[src/rtl/uart_receiver.sv]
// 8N1 UART receive stage: synchronizes rx, samples mid-bit with a restarting
// counter, and reports each good byte with a one-cycle recv_ok pulse.
module uart_receiver #(
    parameter int CLKS_PER_BIT = 868
) (
    input  logic       clk,
    input  logic       reset,
    input  logic       rx,
    output logic [7:0] recv_data,
    output logic       recv_ok,
    output logic       recv_waiting,
    output logic       framing_error
);

    localparam int CNT_W = $clog2(CLKS_PER_BIT);
    localparam int HALF  = CLKS_PER_BIT / 2;
    localparam logic [CNT_W-1:0] HALF_LAST = CNT_W'(HALF - 1);
    localparam logic [CNT_W-1:0] FULL_LAST = CNT_W'(CLKS_PER_BIT - 1);

    typedef enum logic [2:0] {
        IDLE,
        START,
        DATA,
        STOP,
        WAIT_HIGH
    } state_t;

    state_t           state, state_next;
    logic [CNT_W-1:0] cnt, cnt_next;
    logic [2:0]       bit_idx, bit_idx_next;
    logic [7:0]       shift, shift_next;
    logic [7:0]       data_next;
    logic             ok_next, fe_next;
    logic             rx_meta, rx_s;

    // Two-flop synchronizer; idles high so reset never looks like a start bit.
    // NOTE: sequential state uses non-blocking assignments so every flop
    // samples pre-edge values regardless of statement order.
    always_ff @(posedge clk) begin
        if (reset) begin
            rx_meta <= 1'b1;
            rx_s    <= 1'b1;
        end else begin
            rx_meta <= rx;
            rx_s    <= rx_meta;
        end
    end

    always_ff @(posedge clk) begin
        if (reset) begin
            state         <= IDLE;
            cnt           <= '0;
            bit_idx       <= '0;
            recv_data     <= 8'h00;
            recv_ok       <= 1'b0;
            framing_error <= 1'b0;
        end else begin
            state         <= state_next;
            cnt           <= cnt_next;
            bit_idx       <= bit_idx_next;
            recv_data     <= data_next;
            recv_ok       <= ok_next;
            framing_error <= fe_next;
        end
    end

    // NOTE: the shift register carries no reset; every bit is rewritten
    // during DATA before STOP can copy it out.
    always_ff @(posedge clk) begin
        shift <= shift_next;
    end

    always_comb begin
        // NOTE: every output gets a default first so no path leaves one
        // unassigned, which would infer a latch.
        state_next   = state;
        cnt_next     = cnt + 1'b1;
        bit_idx_next = bit_idx;
        shift_next   = shift;
        data_next    = recv_data;
        ok_next      = 1'b0;
        fe_next      = 1'b0;

        case (state)
            IDLE: begin
                cnt_next = '0;
                if (!rx_s) begin
                    state_next = START;
                end
            end
            START: begin
                if (cnt == HALF_LAST) begin
                    cnt_next     = '0;
                    bit_idx_next = '0;
                    state_next   = rx_s ? IDLE : DATA;
                end
            end
            DATA: begin
                if (cnt == FULL_LAST) begin
                    cnt_next            = '0;
                    shift_next[bit_idx] = rx_s;
                    bit_idx_next        = bit_idx + 3'd1;
                    if (bit_idx == 3'd7) begin
                        state_next = STOP;
                    end
                end
            end
            STOP: begin
                // Leaving at mid stop bit leaves half a bit to catch the next start edge.
                if (cnt == FULL_LAST) begin
                    cnt_next = '0;
                    if (rx_s) begin
                        data_next  = shift;
                        ok_next    = 1'b1;
                        state_next = IDLE;
                    end else begin
                        fe_next    = 1'b1;
                        state_next = WAIT_HIGH;
                    end
                end
            end
            WAIT_HIGH: begin
                cnt_next = '0;
                if (rx_s) begin
                    state_next = IDLE;
                end
            end
            default: begin
                state_next = IDLE;
            end
        endcase
    end

    assign recv_waiting = (state == IDLE);

endmodule

[config.mk]
export PLATFORM = sky130hd
export DESIGN_NAME = uart_receiver
export DESIGN_NICKNAME = d
export VERILOG_FILES = /design/src/rtl/uart_receiver.sv
export SDC_FILE = /design/constraint.sdc
export NUM_CORES = 1
export LEC_CHECK = 0
export CORE_MARGIN = 4
export CORE_UTILIZATION = 56
export CTS_CLUSTER_DIAMETER = 50
export DETAILED_ROUTE_END_ITERATION = 16
export GPL_TIMING_DRIVEN = 0
export PLACE_DENSITY = 0.76
export SETUP_SLACK_MARGIN = 0.02
export SLEW_MARGIN = 20
export SYNTH_ARGS = -nofsm -noshare
export SYNTH_HDL_FRONTEND = slang
export SYNTH_SLANG_ARGS = --single-unit
[constraint.sdc]
create_clock -name clk -period 2.18 [get_ports clk]
set_input_delay 0.654 -clock clk [delete_from_list [all_inputs] [get_ports clk]]
set_output_delay 0.654 -clock clk [all_outputs]
set_load 0.01 [all_outputs]
# == After elaboration in Yosys (flattened, before gate mapping) ==
# Index checks and enable logic that the tools add are counted.
# totals
out_inout_bits,11
reg_bits,36
wordCells,58
# op_classes
add_sub_neg,2
eq_ne,13
bitwise,2
magnitude_cmp,2
reduce_logical,10
n_mux,20
# ops
cell,n
$pmux 10 s3,1
$mux 3,9
$mux 10,2
$pmux 3 s5,1
$ne 2x2->1 const B,6
$add 10x1->10 const B,1
$eq 10x10->1 const B,1
$eq 10x9->1 const B,1
$bwmux 8,1
$eq 3x2->1 const B,2
$eq 3x3->1 const B,2
$pmux 3 s2,1
$reduce_and 3->1,2
$reduce_and 6->1,1
$lt 3x4->1 const B,1
$reduce_or 2->1,2
$add 3x1->3 const B,1
$demux 1 s3,1
$eq 3x1->1 const B,1
$ge 3x1->1 const B,1
$logic_not 3->1,1
$mux 1,3
$reduce_or 3->1,1
$mux 2,1
other kinds (4),5

# == Longest topological paths before layout ==
# logic_depth
word_depth,5
ltp_mapped,7
ltp_nobuf,6

# == Least setup slack after synthesis ==
# No wires, ideal clock.
# synth_timing
kind,register to register
start,reg cnt[0]
end,reg shift[0] (enable)
slack_ns,0.260
n_path_buf,2
arrival_ns,1.614
setup_time_ns,0.305
stages_incl_launch_ff,8
synth_period_minus_slack_ns,1.920
path_cell_list,dfxtp_1 ha_1 nor4bb_1 buf_2 and3_1 buf_6 nand4b_2 nor3_2
# synth_between
elab_chain_cells,2
# synth_rtl
item,line_no,text
from (decl),29,"logic [CNT_W-1:0] cnt, cnt_next;"
from (signal assigned),59,cnt <= cnt_next;
$eq 10x10->1,99,if (cnt == FULL_LAST) begin
$reduce_and 2->1 (no source line),-,
to (signal assigned),70,shift <= shift_next;
to (decl),31,"logic [7:0] shift, shift_next;"
# No other way between the ends.
# A chain may end at the register's enable or synchronous reset.

# == Worst setup path after layout ==
# Same ends and word-level chain as after synthesis.

==> key figures <==
Clock network
  – CTS H-Tree Depth: 2
  – Clk slew on worst S/H paths: 0.11 ns
  – Worst-Skew Late Latency: 0.33 ns
  – Clock sinks: 36
  – Cts bufs inserted: 5
  – Root Driver: clkbuf_4
  – CTS tree: yes
  – Longest Clk Path Bufs: 2

Die
  – DIE AREA: 0.00401 sq mm
  – IO Count: 14
  – Core ar.: 0.00285 sq mm
  – Die height: 63.3 um
  – Die width: 63.3 um
  – Row cnt: 19
  – Initial Util: 60.1%

Drt
  – Vias: 1368
  – Wire length per cell: 15.0 um
  – 1st-iter DRT viols: 81
  – Remaining DRCs: 0
  – Final wirelength: 3.35 mm
  – First-pass iteration count of the detailed router: 4
  – Final ANT Viol Nets: 0
  – Drt via density: 6.11

Logic synthesis
  – Syn_area_per_cell: 9.92 sq um
  – Syn_nets: 180
  – Synth cell count leaders: dfxtp_1 (28), nor2_1 (20), nand3_1 (15)
  – Most frequent cell after synthesis: dfxtp_1
  – EDFF count, synth: 8
  – Mapped Area: 0.00172 sq mm
  – Top post-synthesis cells by area: dfxtp_1 (33%), edfxtp_1 (14%), nand3_1 (4.4%)
  – Post-synth ARST share: 0%
  – Dominant cell type by area after synthesis: dfxtp_1
  – Yosys Warn Count: 0
  – Top_reg_cell synth: dfxtp_1
  – Sequential-to-total area share from yosys stat: 46.7%
  – Cells after Synth: 173
  – Seq cells post-synth: 36
  – Synth cell types: 47
  – Share of the synthesized area in the top cell type: 32.7%

Layout
  – Ant diodes: 0
  – Area Overhead vs Synth: 14.2%
  – Share of post-route cells with drive strength above 1: 13.5%
  – Nets@finish: 199
  – Filler cells: 243

Global routing
  – GRT Resource Usage Total: 18.0%
  – Grt ovf: 0
  – Vias in the first global route: 1276
  – Number of antenna violations at the first check in global routing: 0
  – Largest net degree at the start of global routing: 14
  – First-pass GRT wire length: 5.76 mm

Critical path
  – CP peak stage delay: 0.41 ns
  – Crit start category: flop
  – CP max stage cell: dfxtp_2
  – Crit path max-delay family: simple AND/OR/NAND/NOR gates
  – Crit-path cells: ha_2 -> nor4bb_4 -> buf_4 -> and3_1 -> buf_6 -> nand4b_2 -> nor3_2
  – Worst setup EP type: flop
  – Critical-path maximum fanout: 10
  – CP bufs+invs: 2
  – WS Path Type: reg -> reg
  – Data required time of the worst path: 2.22 ns
  – Worst EP arrival: 2.10 ns

Placed design
  – Hpwl dp: 2.42 mm
  – IO Port Bufs: 13
  – Routability cong.: 0.903
  – Dpl ws: -0.0907 ns

Timing
  – Period minus WS final: 2.05 ns
  – Hold Vio Cnt, Final: 0
  – Unrepaired setup endpoints after global routing: true
  – Fmax: 487 MHz
  – Max-slew violations: 0
  – Worst slew pin tran: 0.526 ns
  – Worst slew margin: 64.8%
  – Period utilization: 94.2%
  – Final worst setup slack: 0.125 ns
  – Setup violators final: 0
  – Setup TNS: 0 ns
  – Worst Skew: 0.00679 ns
  – Worst hold margin: 0.419 ns

Power
  – Maximum vdd drop: 0.455 mV
  – Power Dens Cells: 640 mW/mm^2
  – P_leak: 0.675 nW
  – Overall Power: 1.25 mW

Status
  – Outcome: completed

Hold path
  – Hold/Removal Path Class: reg -> reg

Flow run
  – # Max-Cap Violations: 0
-- placed cells by master, fill, tap and decap left out, types with 5 or more instances in the layout --
cell and count:
dfxtp_1 26, nor2_1 19, nand3_1 15, clkdlybuf4s50_1 12, a21oi_1 10, o31ai_1 8, edfxtp_1 8, xor2_1 7
clkbuf_4 6, nand2b_1 6, clkbuf_1 5
-- power breakdown --
group | internal, mW | switching, mW | total, mW | leakage, nW
logic | 0.0617 | 0.114 | 0.176 | 0.348
clock network | 0.126 | 0.207 | 0.333 | 0.0293
registers | 0.698 | 0.0463 | 0.744 | 0.297
total | 0.885 | 0.368 | 1.25 | 0.675
-- worst paths after layout --
path | slack [ns] | startpoint | cells after the start | to
setup / recovery | 0.13 | cnt[0] | 7 | shift[0]
hold / removal | 0.42 | rx_meta | 1 | rx_s
setup reg to reg | 0.13 | cnt[0] | 7 | shift[0]
hold reg to reg | 0.42 | rx_meta | 1 | rx_s
-- metrics by stage --
stage	area (sq um)	instances	util [%]
global placement	1880	217	66.1
CTS	1940	224	68.1
finish	1960	224	68.6
detailed placement	1880	217	66.1
floorplan	1720	173	-
global route	1960	224	68.6
-- cells by family (layout without fill, tap and decap cells) --
kind of cell               Yosys count  after routing  synth area share (%)
muxes                                3              3                  1.75
DFF                                 36             36                  46.7
AOI/OAI and AO/OA                   29             29                  11.7
xor gates and xnor gates             8              8                  4.08
adders and majority gates            4              4                  2.92
buffers and inverters               13             33                  3.50
and+or+nand+nor                     80             80                  29.4
-- registers in the layout (all words and copies together) (netlist names) --
| signal | cells |
|---|---|
| recv_data | 8 |
| shift | 8 |
| state | 3 |
| framing_error | 1 |
| bit_idx | 3 |
| rx_meta | 1 |
| recv_ok | 1 |
| cnt | 10 |
| rx_s | 1 |
-- area by class of cell --
cell class / instances / area, sq um / share of cell area, %
Multi-Input combinational cell: 124 / 875 / 44.7
Sequential cell: 36 / 803 / 41.0
Timing Repair Buffer: 13 / 129 / 6.58
Buffer: 8 / 47.5 / 2.43
Clock buffer: 7 / 45.0 / 2.30
Tap cell: 31 / 38.8 / 1.98
Inverter: 4 / 15.0 / 0.767
Clock inverter: 1 / 5.00 / 0.256
-- repair_timing --
action / 4_1_cts / 5_1_grt
gates resized for setup: 6 / 5
hold endpoints to repair: 0 / 0
hold buffers: 0 / 0
endpoints found under the setup margin: 9 / 16
setup buffers: 0 / 0
-- worst reg2reg max path, cell delays in order, from the launching register on --
cell and delay [ns]:
dfxtp_2 0.41, ha_2 0.25, nor4bb_4 0.24, buf_4 0.20, and3_1 0.20, buf_6 0.15, nand4b_2 0.17, nor3_2 0.17
-- layer usage --
metal  routed length (um)  GRT usage (%)  vias to the layer above  share of wire, %
met4                   50           5.93                        0               1.5
met1                 1580           24.1                      651                47
li1                     -              -                      680                 -
met3                  159           4.44                        5               4.7
met5                    0              0                        -                 0
met2                 1560           28.4                       32                46
Power figures use the tool's default switching activity.
